`config.mk`:
```
export PLATFORM = sky130hd
export DESIGN_NAME = adc_word_aligner
export DESIGN_NICKNAME = d
export VERILOG_FILES = /design/src/rtl/adc_word_aligner.sv
export SDC_FILE = /design/constraint.sdc
export NUM_CORES = 1
export LEC_CHECK = 0
export ABC_AREA = 1
export CAP_MARGIN = 30
export CORE_MARGIN = 4
export CORE_UTILIZATION = 55
export DETAILED_ROUTE_END_ITERATION = 7
export PLACE_DENSITY = 0.89
export SYNTH_ARGS = -nofsm -noshare
export SYNTH_HDL_FRONTEND = slang
export SYNTH_SLANG_ARGS = --single-unit
```
`constraint.sdc`:
```
create_clock -name CLKDIV -period 6.5 [get_ports CLKDIV]
set_clock_uncertainty 0.2 [all_clocks]
set_input_delay 0.65 -clock CLKDIV [delete_from_list [all_inputs] [get_ports CLKDIV]]
set_output_delay 0.65 -clock CLKDIV [all_outputs]
set_load 0.05 [all_outputs]
```
`src/rtl/adc_word_aligner.sv`:
```
// Multi-channel word aligner: trains a common barrel-shift offset on the ADC
// frame word, tracks lock, and re-trains on loss of lock or on request.
module adc_word_aligner #(
    parameter int                 NUM_CH        = 4,
    parameter int                 WIDTH         = 12,
    parameter logic [WIDTH-1:0]   FRAME_PATTERN = 12'hFC0,
    parameter int                 LOCK_COUNT    = 16,
    parameter int                 SETTLE_CYCLES = 4,
    parameter int                 MAX_ERRS      = 3
) (
    input  logic                             CLKDIV,
    input  logic                             RSTN,
    input  logic                             IN_VALID,
    input  logic [WIDTH-1:0]                 FRAME_IN,
    input  logic [NUM_CH*WIDTH-1:0]          DATA_IN,
    input  logic                             RETRAIN,
    output logic [NUM_CH*WIDTH-1:0]          DATA_OUT,
    output logic                             OUT_VALID,
    output logic                             LOCKED,
    output logic [$clog2(WIDTH)-1:0]         SLIP_OFFSET,
    output logic                             TRAIN_FAIL,
    output logic                             LOCK_LOST
);

    localparam int KW = $clog2(WIDTH);
    localparam int MW = $clog2(LOCK_COUNT + 1);
    localparam int TW = $clog2(SETTLE_CYCLES + 1);
    localparam int EW = $clog2(MAX_ERRS + 1);
    localparam int PW = $clog2(2 * WIDTH + 1);

    localparam logic [KW-1:0] K_MAX       = KW'(WIDTH - 1);
    localparam logic [MW-1:0] MATCH_LAST  = MW'(LOCK_COUNT - 1);
    localparam logic [TW-1:0] SETTLE_LAST = TW'(SETTLE_CYCLES - 1);
    localparam logic [EW-1:0] ERR_LAST    = EW'(MAX_ERRS - 1);
    localparam logic [PW-1:0] SLIP_LIMIT  = PW'(2 * WIDTH);

    typedef enum logic [1:0] {
        ST_SEARCH,
        ST_SETTLE,
        ST_CONFIRM,
        ST_LOCK
    } state_t;

    state_t                    state, state_nxt;
    logic [KW-1:0]             k, k_nxt;
    logic [MW-1:0]             match_cnt, match_nxt;
    logic [TW-1:0]             settle_cnt, settle_nxt;
    logic [EW-1:0]             err_cnt, err_nxt;
    logic [PW-1:0]             slip_cnt, slip_nxt;
    logic                      fail, fail_nxt;
    logic                      lost_nxt;
    logic                      do_slip, do_lock;

    logic [WIDTH-1:0]          frame_prev;
    logic [NUM_CH*WIDTH-1:0]   data_prev;
    logic [2*WIDTH-1:0]        frame_cat, data_cat;
    logic [WIDTH-1:0]          frame_aligned;
    logic [NUM_CH*WIDTH-1:0]   data_aligned;
    logic                      is_match;

    // Barrel shift of {previous, current} word by the shared offset k.
    always_comb begin
        frame_cat     = {frame_prev, FRAME_IN};
        frame_aligned = frame_cat[k +: WIDTH];
        data_cat      = '0;
        data_aligned  = '0;
        for (int c = 0; c < NUM_CH; c++) begin
            data_cat = {data_prev[c*WIDTH +: WIDTH], DATA_IN[c*WIDTH +: WIDTH]};
            data_aligned[c*WIDTH +: WIDTH] = data_cat[k +: WIDTH];
        end
        is_match = (frame_aligned == FRAME_PATTERN);
    end

    always_comb begin
        state_nxt  = state;
        k_nxt      = k;
        match_nxt  = match_cnt;
        settle_nxt = settle_cnt;
        err_nxt    = err_cnt;
        slip_nxt   = slip_cnt;
        fail_nxt   = fail;
        lost_nxt   = 1'b0;
        do_slip    = 1'b0;
        do_lock    = 1'b0;

        if (RETRAIN) begin
            state_nxt  = ST_SEARCH;
            k_nxt      = '0;
            match_nxt  = '0;
            settle_nxt = '0;
            err_nxt    = '0;
            slip_nxt   = '0;
            fail_nxt   = 1'b0;
        end else if (IN_VALID) begin
            unique case (state)
                ST_SEARCH: begin
                    if (!is_match) begin
                        do_slip = 1'b1;
                    end else if (LOCK_COUNT <= 1) begin
                        do_lock = 1'b1;
                    end else begin
                        state_nxt = ST_CONFIRM;
                        match_nxt = MW'(1);
                    end
                end
                ST_SETTLE: begin
                    if (settle_cnt >= SETTLE_LAST) begin
                        state_nxt  = ST_SEARCH;
                        settle_nxt = '0;
                    end else begin
                        settle_nxt = settle_cnt + 1'b1;
                    end
                end
                ST_CONFIRM: begin
                    if (!is_match) begin
                        do_slip = 1'b1;
                    end else if (match_cnt >= MATCH_LAST) begin
                        do_lock = 1'b1;
                    end else begin
                        match_nxt = match_cnt + 1'b1;
                    end
                end
                ST_LOCK: begin
                    if (is_match) begin
                        err_nxt = '0;
                    end else if (err_cnt >= ERR_LAST) begin
                        // Keep k: the link most likely still sits at the same offset.
                        state_nxt = ST_SEARCH;
                        err_nxt   = '0;
                        match_nxt = '0;
                        lost_nxt  = 1'b1;
                    end else begin
                        err_nxt = err_cnt + 1'b1;
                    end
                end
                default: state_nxt = ST_SEARCH;
            endcase

            if (do_slip) begin
                state_nxt  = ST_SETTLE;
                k_nxt      = (k == K_MAX) ? '0 : k + 1'b1;
                match_nxt  = '0;
                settle_nxt = '0;
                if (slip_cnt != SLIP_LIMIT) begin
                    slip_nxt = slip_cnt + 1'b1;
                end
                if (slip_nxt == SLIP_LIMIT) begin
                    fail_nxt = 1'b1;
                end
            end

            if (do_lock) begin
                state_nxt = ST_LOCK;
                match_nxt = '0;
                err_nxt   = '0;
                slip_nxt  = '0;
                fail_nxt  = 1'b0;
            end
        end
    end

    always_ff @(posedge CLKDIV or negedge RSTN) begin
        if (!RSTN) begin
            state      <= ST_SEARCH;
            k          <= '0;
            match_cnt  <= '0;
            settle_cnt <= '0;
            err_cnt    <= '0;
            slip_cnt   <= '0;
            fail       <= 1'b0;
            LOCK_LOST  <= 1'b0;
            frame_prev <= '0;
            data_prev  <= '0;
            DATA_OUT   <= '0;
            OUT_VALID  <= 1'b0;
        end else begin
            state      <= state_nxt;
            k          <= k_nxt;
            match_cnt  <= match_nxt;
            settle_cnt <= settle_nxt;
            err_cnt    <= err_nxt;
            slip_cnt   <= slip_nxt;
            fail       <= fail_nxt;
            LOCK_LOST  <= lost_nxt;
            OUT_VALID  <= IN_VALID && (state == ST_LOCK);
            if (IN_VALID) begin
                frame_prev <= FRAME_IN;
                data_prev  <= DATA_IN;
                DATA_OUT   <= data_aligned;
            end
        end
    end

    assign LOCKED      = (state == ST_LOCK);
    assign SLIP_OFFSET = k;
    assign TRAIN_FAIL  = fail;

endmodule

```
# [Word level (Yosys, flattened, before mapping)]
# Cells that the tools add are included.
[totals] ff_bits=132 in_bits=64 output_inout_bits=56
[classes] add_sub_neg=5 order_cmp=3 n_eq_ne=13 n_shift=5 n_mux=61 n_reduce_logical=18
[op_table] operator="variable part select 24 x 5 -> 12 bit" n=5
[op_table] operator="2-to-1 mux 5 bit" n=17
[op_table] operator="2-to-1 mux 2 bit" n=14
[op_table] operator="inequality test 5 bit, second input constant" n=5
[op_table] operator="2-to-1 mux 1 bit" n=19
[op_table] operator="2-to-1 mux 4 bit" n=4
[op_table] operator="2-to-1 mux 3 bit" n=5
[op_table] operator="case mux 5 bit (3 select lines)" n=1
[op_table] operator="equality test 12 bit, second input constant" n=1
[op_table] operator="nonzero test 3 bit" n=4
[op_table] operator="nonzero test 6 bit" n=2
[op_table] operator="adder 5 x 1 -> 5 bit, second input constant" n=2
[op_table] operator="AND reduction 2 bit" n=4
[op_table] operator="AND reduction 7 bit" n=1
[op_table] operator="case mux 2 bit (3 select lines)" n=1
[op_table] operator="AND reduction 6 bit" n=1
[op_table] operator="equality test 5 bit, second input constant" n=1
[op_table] operator="greater-or-equal comparator 5 x 4 -> 1 bit, second input constant" n=1
[op_table] operator="inequality test 5 x 2 -> 1 bit, second input constant" n=1
[op_table] operator="inequality test 5 x 3 -> 1 bit, second input constant" n=1
[op_table] operator="adder 4 x 1 -> 4 bit, second input constant" n=1
[op_table] operator="equality test 2 bit, second input constant" n=2
[op_table] operator="equality test 4 bit, second input constant" n=1
[op_table] operator="nonzero test 2 bit" n=2
[op_table] operator="9 further kinds" n=9

# [Logic depth before layout (Yosys ltp)]
# Gate-level depths: netlist of the first run.
[depth] depth_word=15 mapped_depth=17

# [Least setup slack after synthesis of the first run]
# Ideal clock, no wire load.
[synth_path] path_kind="reg-to-reg" from="register k[2], in the netlist SLIP_OFFSET[2]" to="register DATA_OUT[17]" arrival_ns=2.108 slack_ns=4.071 stages_incl_launch_ff=9 path_buffers=4 synth_period_minus_slack_ns=2.429 path_cell_list="dfrtp_1 -> buf_2 -> clkbuf_1 -> buf_1 -> clkbuf_1 -> nand2_1 -> nand3_1 -> o21ai_0 -> o22a_1"
[synth_via] elab_chain_len=1
[synth_lines] element="start, declared" line_no="45" text="logic [KW-1:0] k, k_nxt;"
[synth_lines] element="start signal, assigned" line_no="178" text="k <= k_nxt;"
[synth_lines] element="variable part select 24 x 5 -> 12 bit" line_no="69" text="data_aligned[c*WIDTH +: WIDTH] = data_cat[k +: WIDTH];"
[synth_lines] element="end signal, assigned" line_no="189" text="DATA_OUT <= data_aligned;"
[synth_lines] element="end, declared" line_no="17" text="output logic [NUM_CH*WIDTH-1:0] DATA_OUT,"
# No other way between the ends.
# A chain may end at the register's enable or synchronous reset.

# [Worst setup path after layout of the first run]
[layout_path] from="register k[2], in the netlist SLIP_OFFSET[2]" to="register err_cnt[1]"
[layout_via] elab_chain_len=9 word_cells_on_any_way=13 classes_between="eq/ne (1); shift (1); mux (9); reduce/logical (2)"
[layout_lines] element="variable part select 24 x 5 -> 12 bit (*)" line_no="64" text="frame_aligned = frame_cat[k +: WIDTH];"
[layout_lines] element="equality test 12 bit (*)" line_no="71" text="is_match = (frame_aligned == FRAME_PATTERN);"
[layout_lines] element="2-to-1 mux 1 bit" line_no="115" text="if (!is_match) begin"
[layout_lines] element="2-to-1 mux 1 bit" line_no="95" text="unique case (state)"
[layout_lines] element="2-to-1 mux 1 bit" line_no="94" text="end else if (IN_VALID) begin"
[layout_lines] element="2-to-1 mux 1 bit" line_no="86" text="if (RETRAIN) begin"
[layout_lines] element="2-to-1 mux 2 bit" line_no="152" text="if (do_lock) begin"
[layout_lines] element="2-to-1 mux 2 bit" line_no="94"
[layout_lines] element="2-to-1 mux 2 bit" line_no="86"
[layout_lines] element="end signal, assigned" line_no="181" text="err_cnt <= err_nxt;"
[layout_lines] element="end, declared" line_no="48" text="logic [EW-1:0] err_cnt, err_nxt;"
# Mark *: on every way between the ends. The rest lies on a longest branch, timed or not. The select of a mux whose other input is x is not followed.

==> results of run 1 <==
## stage by stage
step,util,setup slack [ns]
floorplan,-,4.07
global route,0.665,2.41
CTS,0.665,2.74
global placement,0.628,3.01
detailed placement,0.628,2.87
finish,0.665,2.67
## synthesized netlist by cell type, drive strengths merged
master and instances:
nor3 4, a31oi 8, dfrtp 132, o221ai 1
nand3 103, a211oi 4, o211ai 14, a21boi 1
nand3b 1, mux2i 34, o21ai 221, a2111oi 1
ha 7, buf 42, inv 108, o311ai 2
o22a 6, nand4 15, a221oi 6, a211o 1
clkbuf 51, or2 2, o31ai 4, nor4 1
o221a 1, nor2 82, o22ai 2, and3 1
nand2 482, clkinv 2, a21oi 62, xor2 3
a22oi 4
## power by group through the flow
| stage | combinational, mW | sequential [mW] | clock (mW) |
|---|---|---|---|
| 6_report | 1.77 | 1.11 | 1.01 |
| 5_1_grt | 1.91 | 1.14 | 1.06 |
| 4_1_cts | 1.73 | 1.11 | 1.02 |
| 3_5_place_dp | 1.72 | 1.12 | 0 |
| 3_3_place_gp | 1.70 | 1.12 | 0 |
| 2_1_floorplan | 0.869 | 1.44 | 0 |
## per-layer routing
layer | wire (um) | vias up
li1 | - | 4760
met1 | 11800 | 4540
met2 | 12200 | 655
met3 | 3820 | 57
met4 | 464 | 0
met5 | 0 | -
## how the worst min path moves through the flow
| stage | from | endpoint | slack [ns] | depth (start not counted) |
|---|---|---|---|---|
| 6_report | RSTN | frame_prev[6] | 0.11 | 1 |
| 5_1_grt | RSTN | frame_prev[6] | 0.19 | 1 |
| 4_1_cts | RSTN | frame_prev[7] | 0.15 | 1 |
| 3_5_place_dp | DATA_OUT[8] | DATA_OUT[8] | 0.27 | 2 |
| 3_3_place_gp | frame_prev[11] | frame_prev[11] | 0.26 | 2 |
| 2_1_floorplan | RSTN | DATA_OUT[0] | 0.15 | 0 |
## flip-flops by register name, indices dropped and copies added (netlist names)
| name | count |
|---|---|
| DATA_OUT | 48 |
| LOCK_LOST | 1 |
| OUT_VALID | 1 |
| SLIP_OFFSET | 4 |
| TRAIN_FAIL | 1 |
| data_prev | 48 |
| err_cnt | 2 |
| frame_prev | 12 |
| match_cnt | 5 |
| settle_cnt | 3 |
| slip_cnt | 5 |
| state | 2 |
## cell families after synthesis
logic type	count (synthesis)	share of synthesized area
simple gates	691	0.307
compound gates	338	0.200
buf+inv	203	0.0884
flops	132	0.356
mux	34	0.0366
fa+ha+maj	7	0.00943
xor+xnor	3	0.00283
## layout make-up
class | instances | area share
inverters | 110 | 0.0374
clock buffers | 22 | 0.0421
well taps | 220 | 0.0249
flip-flops and latches | 132 | 0.300
multi-input cells | 1073 | 0.468
repair buffers | 128 | 0.114
clock inverters | 10 | 0.0139
==> results.toml, run 1 <==
[outcome]
status = "finished clean"

[clock_network]
cts.sinks = 132
cts_tree = "yes"
cts_buffer_depth = 2
cts_resized = 0
cts_buffers = 17
cts_root_buffer = "clkbuf_16"
cts_hold_buffers = 0
clk_latency_ns = 0.42
htreeDepth = 4
post_cts_buffers = 0
clk_pin_slew_ns = 0.06

[sta]
setup_violations = 0
rsz0062_at_grt = "false"
fmax_mhz = 261
worstMarginPinSlew_ns = 1.01
fin_tns_setup_ns = 0
finalHoldViolCount = 0
fin_crit_sh = 0.589
relSlewSlack = 0.325
period_needed_ns = 3.83
slew_violations = 0
fin_hold_ws_ns = 0.111

[route]
drt_iter0_drc = 1408
drc = 0
antenna_left = 0
via_per_inst = 5.91
routed_wl_um = 28300
drt_first_pass_iters = 7
vias = 10000
wl_per_cell_um = 16.7

[floorplanning]
core_region_area_sq_mm = 0.0166
initial_core_util = 0.560
die-area_sq_mm = 0.0190
die_x_um = 138
std_cell_rows = 47
die_h_um = 138
ios = 120

[power_and_ir_drop]
seqPwrFrac = 0.286
total_power_mw = 3.90
p_int_mw = 2.19
ir_worst_vdd_mv = 0.214
switching_share = 0.439
p_clk_frac = 0.260
combinationalPowerShare = 0.454
cellLeakagePower_nw = 5.24
p_per_area_mw_per_mm2 = 353
power.switching_mw = 1.71

[final_layout]
drive_gt1_frac = 0.0475
area.sequential_sq_mm = 0.00331
final_area_sq_mm = 0.0110
layout_common_cells = "nand2_1 (473), o21ai_0 (207), dfrtp_1 (129)"
layout.cells.non_filler = 1695
syn2layout_area_growth_pct = 18.8
n_fill_cell = 1459
layout.cells.most_common = "nand2_1"
antenna_cells = 0
fin_nets = 1533
multiInputGateArea_sq_mm = 0.00516

[job]
maxCapViolCount = 0

[yosys]
ys_seq_area_frac = 0.356
yosysTopAreaCellShare = 0.356
synth_fp_nets = 1479
synthCells = 1408
synth_warnings = 0
netlist-cell-type-count = 46
synth_area_leader_cell = "dfrtp_1"
synth_seq_cells = 132
yosys-top-cells-area = "dfrtp_1 (36%), nand2_1 (19%), o21ai_0 (11%)"
synth_area_sq_mm = 0.00929
avgSynthCellArea_sq_um = 6.60

[grt]
grt_max_degree = 93
overflow = 0
use_met3 = 0.0980
grt_pass1_vias = 8947
grtUsageMet2 = 0.437
antenna_found_initial = 0
grt_util_met1 = 0.431
grt_usage = 0.299
grt_first_pass_wirelength_um = 45300
grt-busiest-layer = "met2"

[setup_path]
rrSetupSlack_ns = 2.67
path_class = "reg -> reg"
crit_path_cell_trace = "buf_4 > nor2_1 > clkinv_1 > nor2_1 > nand3_1 > nor2_1 > nor2_1 > nand2_2 > nand4_1 > nand3_1 > nand2_1 > nand2_1 > o21ai_0"
regToRegStartpoint = "SLIP_OFFSET[2]"
arrival_ns = 3.91
startpoint_type = "register"
crit_required_ns = 6.58
worst-path-max-fanout = 62
cp.buffers_inverters = 2
cpMostUsedCell = "nor2_1"
worst-path-stages = 13
slowest_delay_ns = 0.76
critPathCaptureType = "register"
cp_slowest_cell = "clkinv_1"
worst-r2r-cell-count = 13
critPathLaunch = "SLIP_OFFSET[2]"
reg2reg_to = "err_cnt[1]"
crit_family = "simple AND/OR/NAND/NOR gates"
crit_path_end = "err_cnt[1]"

[placement]
dp_hpwl_um = 19600
dp.cells = 1663
portBuffers = 119
postPlaceCellArea_sq_mm = 0.0104
gp_congestion = 0.991

[hold_path]
hold_class = "in -> async"
(Power assumes the default switching activity.)
==> run 2: changes to the inputs <==
==> constraint.sdc (replaced) <==
create_clock -name CLKDIV -period 3.9 [get_ports CLKDIV]
set_clock_uncertainty 0.2 [all_clocks]
set_input_delay 0.39 -clock CLKDIV [delete_from_list [all_inputs] [get_ports CLKDIV]]
set_output_delay 0.39 -clock CLKDIV [all_outputs]
set_load 0.05 [all_outputs]
==> run 2 against run 1 <==
Compared with the run above: sequential share of layout area down 0.17 points; utilization up 0.38 points; critical path depth decreased by 11; critical path type is now reg -> out; critical endpoint is now SLIP_OFFSET[3]; largest power group unchanged.
==> results.toml, run 2 (same netlist as run 1, synthesis figures left out) <==
[outcome]
status = "finished clean"

[grt]
grt_usage = 0.310
overflow = 0
antenna_found_initial = 1
grt_first_pass_wirelength_um = 46800
grt_pass1_vias = 9348
grt_max_degree = 144

[sta]
fmax_mhz = 313
fin_crit_sh = 0.819
finalHoldViolCount = 0
setup_violations = 0
slew_violations = 0
fin_tns_setup_ns = 0
rsz0062_at_grt = "false"
period_needed_ns = 3.19
worstMarginPinSlew_ns = 0.876
fin_hold_ws_ns = 0.281
relSlewSlack = 0.416

[final_layout]
top_regs = "DATA_OUT (48), data_prev (48), frame_prev (12)"
area.sequential_sq_mm = 0.00331
antenna_cells = 0
final_area_sq_mm = 0.0111
layout_common_cells = "nand2_1 (473), o21ai_0 (207), dfrtp_1 (129)"
utilization = 0.669
multiInputGateArea_sq_mm = 0.00516
fin_nets = 1541
n_fill_cell = 1435
syn2layout_area_growth_pct = 19.5
layout.cells.most_common = "nand2_1"
drive_gt1_frac = 0.0533

[setup_path]
crit_required_ns = 3.31
worst-path-max-fanout = 32
rrSetupSlack_ns = 0.87
arrival_ns = 2.60
critPathCaptureType = "output pin"
path_class = "reg -> out"
startpoint_type = "register"

[floorplanning]
die-area_sq_mm = 0.0190
initial_core_util = 0.560
core_region_area_sq_mm = 0.0166
die_h_um = 138
ios = 120
std_cell_rows = 47
die_x_um = 138

[hold_path]
hold_class = "reg -> reg"

[route]
antenna_left = 0
wl_per_cell_um = 17.3
vias = 10300
routed_wl_um = 29400
via_per_inst = 6.05
drc = 0
drt_iter0_drc = 1402
drt_first_pass_iters = 6

[placement]
postPlaceCellArea_sq_mm = 0.0105
gp_congestion = 1.04
dp_hpwl_um = 20200
portBuffers = 119

[clock_network]
clk_latency_ns = 0.43
cts.sinks = 132
clk_pin_slew_ns = 0.06
htreeDepth = 4
cts_buffer_depth = 2
cts_root_buffer = "clkbuf_16"
cts_tree = "yes"
cts_buffers = 17

[power_and_ir_drop]
p_per_area_mw_per_mm2 = 581
ir_worst_vdd_mv = 0.389
total_power_mw = 6.44
cellLeakagePower_nw = 5.27

[job]
maxCapViolCount = 0
==> run 2: worst max-delay path, cell delays in order (launching register included) <==
cell and delay [ns]:
dfrtp_1 0.78, buf_4 0.50, clkdlybuf4s50_1 0.88
==> run 2: where the power goes <==
part / total (mW) / leakage, nW / switching, mW / internal, mW
clock network: 1.62 / 0.282 / 0.669 / 0.949
logic: 2.94 / 3.38 / 2.01 / 0.930
registers: 1.88 / 1.60 / 0.257 / 1.62
==> run 2: metrics by stage <==
step           std cells  setup slack (ns)
6_report            1703             0.706
5_1_grt             1703             0.642
4_1_cts             1703             0.735
3_5_place_dp        1670             0.996
3_3_place_gp        1669              1.03
2_1_floorplan       1408              1.47
==> run 2: area by class of cell <==
type                    instances  share of cell area
repair buffers                136               0.122
clock inverters                14              0.0136
clock buffers                  18              0.0387
well taps                     220              0.0248
inverters                     110              0.0372
multi-input cells            1073               0.465
flip-flops and latches        132               0.298
==> run 2: repair_timing <==
action,in CTS,in global routing
hold endpoints to repair,63,0
buffers inserted,0,0
setup endpoints to repair,0,0
resized for setup,0,0
hold buffers,1,0
==> run 2: worst paths after layout <==
path	startpoint	to	cells after the start
setup / recovery	SLIP_OFFSET[3]	SLIP_OFFSET[3]	2
hold / removal	DATA_OUT[8]	DATA_OUT[8]	2
setup reg to reg	SLIP_OFFSET[2]	settle_cnt[2]	14
hold reg to reg	DATA_OUT[8]	DATA_OUT[8]	2
max in group asynchronous	RSTN	DATA_OUT[12]	3
min in group asynchronous	RSTN	frame_prev[4]	2
==> run 2: metal layers <==
layer	global-route usage	vias up	part of all wire
li1	-	4776	-
met1	0.444	4657	0.41
met2	0.454	757	0.43
met3	0.0758	106	0.13
met4	0.116	0	0.030
met5	0	-	0
